**src/rtl/wakeup_timer_pkg.sv**
```systemverilog
// Shared constants and nibble code conversions for the wakeup timer.
package wakeup_timer_pkg;

  localparam int unsigned NIB_W = 4;

  localparam logic [3:0] BIN_TERM  = 4'hF;
  localparam logic [3:0] GRAY_TERM = 4'h8;

  function automatic logic [3:0] bin2gray4(input logic [3:0] b);
    return b ^ (b >> 1);
  endfunction

  function automatic logic [3:0] gray2bin4(input logic [3:0] g);
    logic [3:0] b;
    b[3] = g[3];
    b[2] = b[3] ^ g[2];
    b[1] = b[2] ^ g[1];
    b[0] = b[1] ^ g[0];
    return b;
  endfunction

endpackage

```
**src/rtl/timer_nibble.sv**
```systemverilog
// One 4-bit timer stage; Gray stages count in binary internally and encode on output.
module timer_nibble
  import wakeup_timer_pkg::*;
#(
  parameter bit GRAY = 1'b0
) (
  input  logic       clk,
  input  logic       clr_n,
  input  logic       cten,
  input  logic       sclr,
  input  logic       ld,
  input  logic [3:0] ld_val,
  output logic [3:0] out,
  output logic       term
);

  logic [3:0] cnt_q, cnt_d;

  always_comb begin
    cnt_d = cnt_q;
    if (sclr) begin
      cnt_d = 4'h0;
    end else if (ld) begin
      cnt_d = GRAY ? gray2bin4(ld_val) : ld_val;
    end else if (cten) begin
      cnt_d = cnt_q + 4'd1;
    end
  end

  always_ff @(posedge clk or negedge clr_n) begin
    if (!clr_n) begin
      cnt_q <= 4'h0;
    end else begin
      cnt_q <= cnt_d;
    end
  end

  assign out  = GRAY ? bin2gray4(cnt_q) : cnt_q;
  assign term = (out == (GRAY ? GRAY_TERM : BIN_TERM));

endmodule

```
**src/rtl/wakeup_timer_gc.sv**
```systemverilog
// Programmable wakeup timer: cascaded mixed Gray/binary stages, compare match,
// one-shot or auto-restart, pulse or toggle wakeup output.
module wakeup_timer_gc
  import wakeup_timer_pkg::*;
#(
  parameter int unsigned     NIB       = 5,
  parameter logic [NIB-1:0]  GRAY_MASK = 5'b00111,
  parameter int unsigned     PULSE_W   = 1
) (
  input  logic               clk,
  input  logic               clr_n,
  input  logic               en,
  input  logic               sclr,
  input  logic               ld,
  input  logic [4*NIB-1:0]   ld_val,
  input  logic [4*NIB-1:0]   cmp_val,
  input  logic               oneshot,
  input  logic               wake_mode,
  output logic [4*NIB-1:0]   out,
  output logic               wakeup,
  output logic               done,
  output logic               tc
);

  localparam logic [7:0] PLOAD = 8'(PULSE_W - 1);

  logic [NIB-1:0] term, cten;
  logic match, inc, evt, restart, wrap;
  logic done_q, done_d, tc_q, wake_q, wake_d, pact_q, pact_d;
  logic [7:0] pcnt_q, pcnt_d;

  assign match   = (out == cmp_val) & en & ~done_q;
  assign inc     = en & ~done_q & ~match & ~sclr & ~ld;
  assign evt     = match & ~sclr & ~ld;
  assign restart = evt & ~oneshot;
  assign wrap    = inc & (&term);

  for (genvar i = 0; i < NIB; i++) begin : g_stage
    // A stage advances only when every lower stage sits on its terminal code.
    if (i == 0) begin : g_first
      assign cten[i] = inc;
    end else begin : g_upper
      assign cten[i] = inc & (&term[i-1:0]);
    end

    timer_nibble #(
      .GRAY (GRAY_MASK[i])
    ) u_nib (
      .clk    (clk),
      .clr_n  (clr_n),
      .cten   (cten[i]),
      .sclr   (sclr | restart),
      .ld     (ld),
      .ld_val (ld_val[NIB_W*i +: NIB_W]),
      .out    (out[NIB_W*i +: NIB_W]),
      .term   (term[i])
    );
  end

  always_comb begin
    done_d = done_q;
    wake_d = wake_q;
    pcnt_d = pcnt_q;
    pact_d = pact_q;
    if (sclr || ld) begin
      done_d = 1'b0;
    end else if (evt && oneshot) begin
      done_d = 1'b1;
    end
    if (sclr) begin
      wake_d = 1'b0;
      pcnt_d = 8'h00;
      pact_d = 1'b0;
    end else if (evt) begin
      if (!wake_mode) begin
        wake_d = 1'b1;
        pcnt_d = PLOAD;
        pact_d = 1'b1;
      end else begin
        wake_d = ~wake_q;
        pcnt_d = 8'h00;
        pact_d = 1'b0;
      end
    end else if (pact_q) begin
      // pact_q distinguishes a timed pulse from a level held by toggle mode.
      if (pcnt_q != 8'h00) begin
        pcnt_d = pcnt_q - 8'd1;
      end else begin
        wake_d = 1'b0;
        pact_d = 1'b0;
      end
    end
  end

  always_ff @(posedge clk or negedge clr_n) begin
    if (!clr_n) begin
      done_q <= 1'b0;
      tc_q   <= 1'b0;
      wake_q <= 1'b0;
      pact_q <= 1'b0;
      pcnt_q <= 8'h00;
    end else begin
      done_q <= done_d;
      tc_q   <= wrap;
      wake_q <= wake_d;
      pact_q <= pact_d;
      pcnt_q <= pcnt_d;
    end
  end

  assign wakeup = wake_q;
  assign done   = done_q;
  assign tc     = tc_q;

endmodule
```
**config.mk**
```make
export PLATFORM = sky130hd
export DESIGN_NAME = wakeup_timer_gc
export DESIGN_NICKNAME = d
export VERILOG_FILES = /design/src/rtl/wakeup_timer_pkg.sv /design/src/rtl/timer_nibble.sv /design/src/rtl/wakeup_timer_gc.sv
export SDC_FILE = /design/constraint.sdc
export NUM_CORES = 1
export LEC_CHECK = 0
export CAP_MARGIN = 5
export CORE_MARGIN = 8
export CORE_UTILIZATION = 33
export DETAILED_ROUTE_END_ITERATION = 7
export SETUP_SLACK_MARGIN = 0.5
export SLEW_MARGIN = 20
export SYNTH_ARGS = -nofsm -noshare
export SYNTH_HDL_FRONTEND = slang
export SYNTH_SLANG_ARGS = --single-unit
```
**constraint.sdc**
```tcl
create_clock -name clk -period 5.46 [get_ports clk]
set_input_delay 0.819 -clock clk [delete_from_list [all_inputs] [get_ports clk]]
set_output_delay 0.819 -clock clk [all_outputs]
set_load 0.005 [all_outputs]
```
==> run metrics <==
Worst VDD drop=a little over 90 uV; Final WS setup=2.39 ns; io pins=70; GRT Overall Usage=between 10% and 20%; gpl congestion=0.771; crit-path max cell delay=roughly 0.4 ns; crit path time final=just over 3 ns; Worst-Skew Late Latency=0.29 ns; number of synthesized flops with an enable pin=0; total die area=between 9000 and 10000 um^2; Final Net Count=384; drt initial violations=between 70 and 80; clk slew on worst S/H paths=~0.070 ns; largest net degree at the start of global routing=40; vias in the first global route=around 2200; prevailing post-synth register cell=dfrtp_1; routed len/inst=15.7 um; Critical-path top delay cell=clkdlybuf4s50_1; Hold Violations, Final=0; asr flop ratio synth=between 90% and 100%; DRT Pass-1 Iters=4; row cnt=30; max-cap viol count=0; CTS tree=built; Vias per Instance=4.98; Place WS=2.11 ns; Detail Placement HPWL=approximately 5100 um; Filler cells=about 650; starting density of the core=34.1%; worst slew pin tran=0.614 ns; PortBufs=between 60 and 70; status=finished, final reports clean; worst path arrival time=~3.3 ns; antenna cells=0; CP most frequent cell=nor3_1; first-pass GRT wire length=roughly 11000 um; max-slew violation count=0; register area=between 800 and 900 um^2; footprint of the multi-input gates=1430 um^2; Crit. End Element=flip-flop; Distinct cells, synth=45; Root Buffer=clkbuf_8; core box area=approximately 6800 um^2; Synth Net Count=about 310; Resized Gates After CTS=0; normalized max-slew margin=between 50 and 60%; # Post-CTS Setup Buffers=0; Clock Skews=0.00764 ns; share of post-route cells with drive strength above 1=under 10%; DRC viols=0; Syn Inst Count=253; leakage=approximately 1.3 nW; H-tree Lvls=2; DR vias=2095; antenna violations before repair=0; Clock Sinks=32; final critical-path share of the clock period=56.2%; Setup Crit Path Kind=primary input to flip-flop; YS warnings=0; DRT Wirelength=6600 um; Hold Path Class=flip-flop to flip-flop; final setup vio count=0; synthesized area=between 2000 and 2500 um^2; WP data required=~5.6 ns; FMAX=326 MHz; Layout area overhead=39.5%; # hold bufs at CTS=0; Final TNS setup=0 ns; syn_area_per_cell=9.14 um^2; Die Width=around 100 um; Max Root-Sink Buffers=2; cells along the critical path=clkdlybuf4s50_1 -> buf_4 -> or2_1 -> nor3_1 -> nand2_1 -> nor3_1 -> nor2b_1 -> nand4_1 -> a32o_1; total congestion overflow=0; Critical Path Start Type=primary input; RSZ-0062 raised after global routing=false; CTS buffer count=5; crit-path max FO=39; Final ANT Viol Nets=0; Power Dens Cells=242 nW/um^2; Die Y=99.7 um; post-synthesis sequential area ratio=34.6%; #FFs+latches synth=32
-- metal layers --
metal  global-route usage (%)  vias up  share of wire [%]
met1                     17.3      978                 47
li1                         -     1053                  -
met3                     4.40        6                6.4
met4                     2.44        0               0.70
met2                     22.0       58                 45
met5                        0        -                  0
-- cell families after synthesis --
family / count (synthesis) / synth area share [%]
buffers and inverters: 20 / 3.73
and+or+nand+nor: 87 / 18.3
muxes: 10 / 4.65
xor gates and xnor gates: 34 / 12.9
AOI/OAI and AO/OA: 57 / 18.8
adders and majority gates: 13 / 7.03
DFF: 32 / 34.6
-- Yosys cell counts (2+ instances only) --
| cell type | n | share of area, % |
|---|---|---|
| a21oi_1 | 13 | 2.8 |
| a22o_1 | 4 | 1.5 |
| a31oi_1 | 6 | 1.6 |
| a32o_1 | 4 | 1.7 |
| buf_4 | 3 | 0.97 |
| clkbuf_1 | 4 | 0.65 |
| dfrtp_1 | 32 | 35 |
| ha_1 | 13 | 7.0 |
| inv_1 | 13 | 2.1 |
| mux2_2 | 6 | 2.9 |
| mux2i_1 | 4 | 1.7 |
| nand2_1 | 24 | 3.9 |
| nand3_1 | 10 | 2.2 |
| nand4_1 | 7 | 1.9 |
| nor2_1 | 25 | 4.1 |
| nor2b_1 | 5 | 1.4 |
| nor3_1 | 5 | 1.1 |
| nor4_1 | 2 | 0.54 |
| o21ai_0 | 6 | 1.3 |
| o22ai_1 | 2 | 0.54 |
| o2bb2ai_1 | 2 | 0.76 |
| o31ai_1 | 6 | 1.9 |
| or3_1 | 3 | 0.81 |
| xnor2_1 | 27 | 10 |
| xor2_1 | 7 | 2.7 |
-- final cells by class --
class	count	share of cell area, %
clock buffer	7	2.98
sequential	32	24.8
clock inverter	1	0.930
multi-input combinational	201	44.2
tap	96	3.72
inverter	13	1.51
timing repair buffer	71	21.9
-- placed cells by master (no fill, tap or decap), types with 2 or more instances in the layout --
cell	n
mux2_2	6
nor2_1	25
inv_1	13
nand4_1	7
nor3_1	5
o21ai_0	6
xnor2_1	27
nor4_1	2
buf_4	2
a32o_1	4
a22o_1	4
o2bb2ai_1	2
clkdlybuf4s50_1	69
o31ai_1	6
a21oi_1	13
xor2_1	7
mux2i_1	4
ha_1	13
a31oi_1	6
dfrtp_1	32
or3_1	3
o22ai_1	2
nand2_1	24
nor2b_1	5
nand3_1	10
clkbuf_8	7
-- power breakdown --
group          switching (mW)  internal, mW  total [mW]
combinational           0.106         0.140       0.245
sequential             0.0279         0.255       0.283
clock                  0.0919         0.161       0.253
-- per-stage QoR --
stage	total power [mW]	hold slack (ns)	util [%]	cells	cell area [um^2]
6_report	0.781	0.529	47.5	421	3230
5_1_grt	0.824	0.581	47.5	421	3230
3_5_place_dp	0.533	0.511	45.7	413	3100
4_1_cts	0.790	0.526	47.5	421	3230
3_3_place_gp	0.533	0.498	45.7	413	3100
2_1_floorplan	0.407	0.481	-	253	2310
-- state kept, by name (all words and copies together) (netlist names) --
signal	count
done	1
g_stage.u_nib.out	8
pcnt_q	8
pact_q	1
wakeup	1
g_stage.u_nib.cnt_q	12
tc	1
-- worst max-delay path, delay by kind of cell --
family	cells	cell delay [ns]
buf+inv	2	0.67
compound gates	1	0.28
simple gates	6	1.45
-- worst paths after layout --
kind | end | startpoint | slack [ns] | cells after the start
min in group asynchronous | g_stage[3].u_nib.out[1]$_DFFE_PN0P_ | clr_n | 0.95 | 2
worst min register to register | g_stage[0].u_nib.cnt_q[1]$_DFFE_PN0P_ | g_stage[0].u_nib.cnt_q[1]$_DFFE_PN0P_ | 0.53 | 2
worst min-delay path | g_stage[0].u_nib.cnt_q[1]$_DFFE_PN0P_ | g_stage[0].u_nib.cnt_q[1]$_DFFE_PN0P_ | 0.53 | 2
worst max-delay path | g_stage[4].u_nib.out[3]$_DFFE_PN0P_ | ld | 2.39 | 9
max in group asynchronous | g_stage[0].u_nib.cnt_q[3]$_DFFE_PN0P_ | clr_n | 4.20 | 2
worst max register to register | g_stage[2].u_nib.cnt_q[0]$_DFFE_PN0P_ | g_stage[1].u_nib.cnt_q[0]$_DFFE_PN0P_ | 2.69 | 8
Note: power is estimated with default switching activity, not from simulation.
==> patch 1: new RTL, same settings <==
Set the parameter `NIB` to 10 (it was 5).
--- a/src/rtl/wakeup_timer_gc.sv
+++ b/src/rtl/wakeup_timer_gc.sv
@@ -4,5 +4,5 @@
   import wakeup_timer_pkg::*;
 #(
-  parameter int unsigned     NIB       = 5,
+  parameter int unsigned     NIB       = 10,
   parameter logic [NIB-1:0]  GRAY_MASK = 5'b00111,
   parameter int unsigned     PULSE_W   = 1
Interface: changed (resized cmp_val, ld_val and out); port bits go from 70 to 130. No check against the original RTL was run, so the function may have changed too.
==> patch 1 against the unedited design <==
  * Synthesized area grew 73%
  * Sequential cell count is 20 higher
  * Power rose by 68%
  * Routed wire length rose by 120%
  * Setup slack worse by 0.64 ns
  * Synthesized cell count increased by 78%
  * Hold slack better by 0.036 ns
  * Combinational power is 63% higher
  * Die area is 60% higher
  * Critical path type is now flop to flop
  * Final area grew 74%
  * First-iteration DRC count rose to 3.5 times the old value
  * Sequential share of layout area fell by 1.6 points
==> patch 1: results (changes against the unedited design) <==
* Run status: finished clean
* Met1 usage at 0.222 (+0.0486)
* Largest net degree at the start of global routing at 56 (+40%)
* WL met3 at 1.01 mm (+140%)
* Placed insts at 708 (+71%)
* Synthesized area per cell at 8.87 um2 (-3.0%)
* DRT iter0 DRCs at 272 (+250%)
* Worst hold stages at 1 (-1)
* Tmin final at 3.71 ns (+0.644 ns)
* Layout cells sized above 1 at 0.0562 (-0.0207)
* Hold Startpoint: g_stage[2].u_nib.cnt_q[1]
* Net Sw Frac at 0.291 (+0.00258)
* Worst Setup SP: g_stage[0].u_nib.cnt_q[0]
* Reg2Reg Setup Slack at 1.75 ns (-0.94 ns)
* Top post-synthesis cells by count: 52 x dfrtp_1, 46 x xor2_1, 40 x nor2_1
* Met2 routed WL at 6.74 mm (+120%)
* Post-Synth Adder-Cell Area at 0.0564 (-0.0139)
* Final Skew at 0.00744 ns (-0.000205 ns)
* Root cell of the clock tree: clkbuf_16
* Syn_nets at 555 (+77%)
* Core box area at 11900 um2 (+75%)
* Sequential share of the synthesized area at 0.326 (-0.0201)
* Worst rel slew slack at 0.540 (-0.0477)
* Number of flip-flops in the largest register at 28 (+16)
* Synth Area in XOR/XNOR at 0.127 (-0.00145)
* Clock group at 455 uW (+80%)
* Leak Pwr at 2.36 nW (+78%)
* # fillers at 1186 (+82%)
* Total GRT Usage at 0.177 (+0.0407)
* Int Pwr at 931 uW (+68%)
* Maximum fanout along the worst path at 6 (-85%)
* Number of distinct library cells after synthesis at 52 (+16%)
* Fraction of the mapped netlist area in compound gates at 0.161 (-0.0274)
* First drt pass iteration count at 5 (+1)
* Detailed-route wire length at 14.2 mm (+120%)
* Maximum VDD drop at 0.000168 V (+82%)
* Comb power frac at 0.304 (-0.010)
* Global placement routability congestion at 0.948 (+23%)
* Final net count at 673 (+75%)
-- patch 1: cell types whose count changed after synthesis, sizes merged, moves of 7 or more --
cell	before	now
xor2	7	46
nor3	5	28
nor4	3	24
dfrtp	32	52
nor2	25	43
xnor2	27	12
nand2	26	16
a211oi	1	10
clkbuf	4	13
and3	1	9
mux2i	4	12
buf	3	10
-- patch 1: worst max-delay path, cell delays in order (launching register included) --
cell and delay [ns]:
dfrtp_1 0.43, ha_1 0.40, nor3b_1 0.52, nand4_1 0.40, nor3_1 0.58, nand2b_1 0.20, nor3_1 0.46, nand2b_4 0.25
mux2_2 0.34
-- patch 1: final cells by class --
| type | instances | area [um2] | area share |
|---|---|---|---|
| clock inverters | 3 | 90.1 | 0.0160 |
| flip-flops and latches | 52 | 1300 | 0.232 |
| inverters | 19 | 71.3 | 0.0127 |
| multi-input cells | 356 | 2520 | 0.450 |
| repair buffers | 134 | 1320 | 0.235 |
| clock buffers | 5 | 125 | 0.0223 |
| well taps | 147 | 184 | 0.0328 |
==> patch 2: new RTL, same settings <==
Without the edit above. The output `tc` loses its register stage (`tc_q` becomes a continuous assignment).
--- a/src/rtl/wakeup_timer_gc.sv
+++ b/src/rtl/wakeup_timer_gc.sv
@@ -96,5 +96,4 @@
     if (!clr_n) begin
       done_q <= 1'b0;
-      tc_q   <= 1'b0;
       wake_q <= 1'b0;
       pact_q <= 1'b0;
@@ -102,5 +101,4 @@
     end else begin
       done_q <= done_d;
-      tc_q   <= wrap;
       wake_q <= wake_d;
       pact_q <= pact_d;
@@ -109,4 +107,6 @@
   end
 
+  assign tc_q = wrap;
+
   assign wakeup = wake_q;
   assign done   = done_q;
Function: changed (Yosys sat finds a counterexample within 4 cycles, from zero or initial values).
==> patch 2 against the unedited design <==
  * Critical path type is now flop to primary output
  * Clock power shrank 5%
  * Sequential cell count shrank 1
  * Routed wire length grew 1.5%
  * Synthesized area grew 2.5%
  * Largest power group unchanged
  * Clock skew shrank 0.0035 ns
  * Via count grew 2.1%
  * Final area grew 0.62%
  * Power shrank 6.2%
  * Setup slack lost 0.88 ns
==> patch 2: results (changes against the unedited design) <==
* DRT iter0 DRCs at 64 (-17%)
* Htree depth at 2 (unchanged)
* Clock transition at the registers of the reported paths at 0.07 ns (about the same)
* Async set-reset flop share out of synthesis at 1.00 (unchanged)
* Post-Synth Adder-Cell Area at 0.0686 (-0.00174)
* First drt pass iteration count at 4 (unchanged)
* # fillers at 700 (+7.2%)
* CTS buffer count at 5 (unchanged)
* Dpl ws at 1.52 ns (-0.585 ns)
* Worst-skew pair later-pin latency at 0.29 ns (about the same)
* First-pass GRT wire length at 11.0 mm (-0.44%)
* Arr. time, crit path at 3.13 ns (-0.12 ns)
* Total GRT Usage at 0.138 (+0.00216)
* Number of distinct library cells after synthesis at 57 (+27%)
* Synth top area cells: dfrtp_1 33%, xor2_1 9.2%, ha_1 6.9%
* Leak Pwr at 1.35 nW (+1.8%)
* Critical-path top delay cell: clkdlybuf4s50_1
* Synth Area in XOR/XNOR at 0.133 (+0.00419)
* Fraction of the mapped netlist area in compound gates at 0.171 (-0.0173)
* Final setup TNS at 0 ns (unchanged)
* Vias in the first global route at 2202 (-1.7%)
* Maximum fanout along the worst path at 5 (-87%)
* Sequential share of the synthesized area at 0.327 (-0.0191)
* Count of cells resized by post-cts repair at 0 (unchanged)
* Final net count at 383 (-0.26%)
* Initial antenna violation count at 0 (unchanged)
* Post-CTS setup buffers at 0 (unchanged)
* Synth Flop Type: dfrtp_1
* Maximum VDD drop at 0.0000966 V (+4.4%)
* Actual slew at the worst max-slew pin at 0.708 ns (+0.0936 ns)
* Antenna Cells at 0 (unchanged)
* Number of flip-flops in the largest register at 12 (unchanged)
* Synth warnings at 0 (unchanged)
* Post-synthesis mux area share at 0.0612 (+0.0147)
* Syn_nets at 314 (+0.32%)
* Top post-synthesis cells by count: 37 x nor2_1, 31 x dfrtp_1, 25 x xor2_1
* Final Skew at 0.00419 ns (-0.00346 ns)
* Tightest Hold Check Type: flop to flop
* Layout cells sized above 1 at 0.102 (+0.0249)
* Vias per inst at 5.06 (+1.7%)
* Detailed-route wire length at 6.70 mm (+1.5%)
* HPWL Detailed at 5.19 mm (+2.4%)
* CP delay by family, top: simple AND/OR/NAND/NOR gates
* Top reg by flops: g_stage.u_nib.cnt_q
* Largest net degree at the start of global routing at 32 (-20%)
* Root cell of the clock tree: clkbuf_8
* CP max stage delay at 0.50 ns (+0.10 ns)
* Max Buffers Root-to-Sink at 2 (unchanged)
* Global placement routability congestion at 0.812 (+5.3%)
* Run status: finished clean
* # port buffers at 69 (unchanged)
## patch 2: metal layers
layer | share of wire | routed length [um] | GRT usage | vias to the layer above
met3 | 0.076 | 509 | 0.0456 | 9
met1 | 0.44 | 2980 | 0.172 | 1004
met2 | 0.46 | 3110 | 0.218 | 69
met5 | 0 | 0 | 0 | -
li1 | - | - | - | 1058
met4 | 0.015 | 102 | 0.0488 | 0
## patch 2: per-stage QoR
| step | area (um2) | hold WS, ns | instances |
|---|---|---|---|
| 6_report | 3250 | 0.544 | 423 |
| 5_1_grt | 3250 | 0.582 | 423 |
| 4_1_cts | 3250 | 0.551 | 423 |
| 3_5_place_dp | 3130 | 0.537 | 415 |
| 3_3_place_gp | 3130 | 0.527 | 415 |
| 2_1_floorplan | 2370 | 0.506 | 254 |
## patch 2: cell type report
cell class / instances / area [um2] / share of cell area
Tap cell: 99 / 124 / 0.0381
Clock inverter: 2 / 35.0 / 0.0108
Inverter: 7 / 26.3 / 0.00809
Sequential cell: 31 / 776 / 0.239
Timing Repair Buffer: 71 / 706 / 0.217
Clock buffer: 6 / 82.6 / 0.0254
Multi-Input combinational cell: 207 / 1500 / 0.461
## patch 2: report_power, final
part	switching [mW]	internal (mW)
clock network	0.0919	0.148
logic	0.0998	0.127
registers	0.0216	0.245
total	0.213	0.519
## patch 2: final timing paths
check,from,end,slack (ns),cells after the start
worst max-delay path,g_stage[1].u_nib.cnt_q[0],tc,1.51,8
worst min-delay path,pcnt_q[6],pcnt_q[6],0.54,2
worst max register to register,g_stage[0].u_nib.cnt_q[3],g_stage[0].u_nib.cnt_q[1],2.74,7
worst min register to register,pcnt_q[6],pcnt_q[6],0.54,2
max in group asynchronous,clr_n,g_stage[4].u_nib.out[2],4.22,2
min in group asynchronous,clr_n,pcnt_q[6],0.93,2
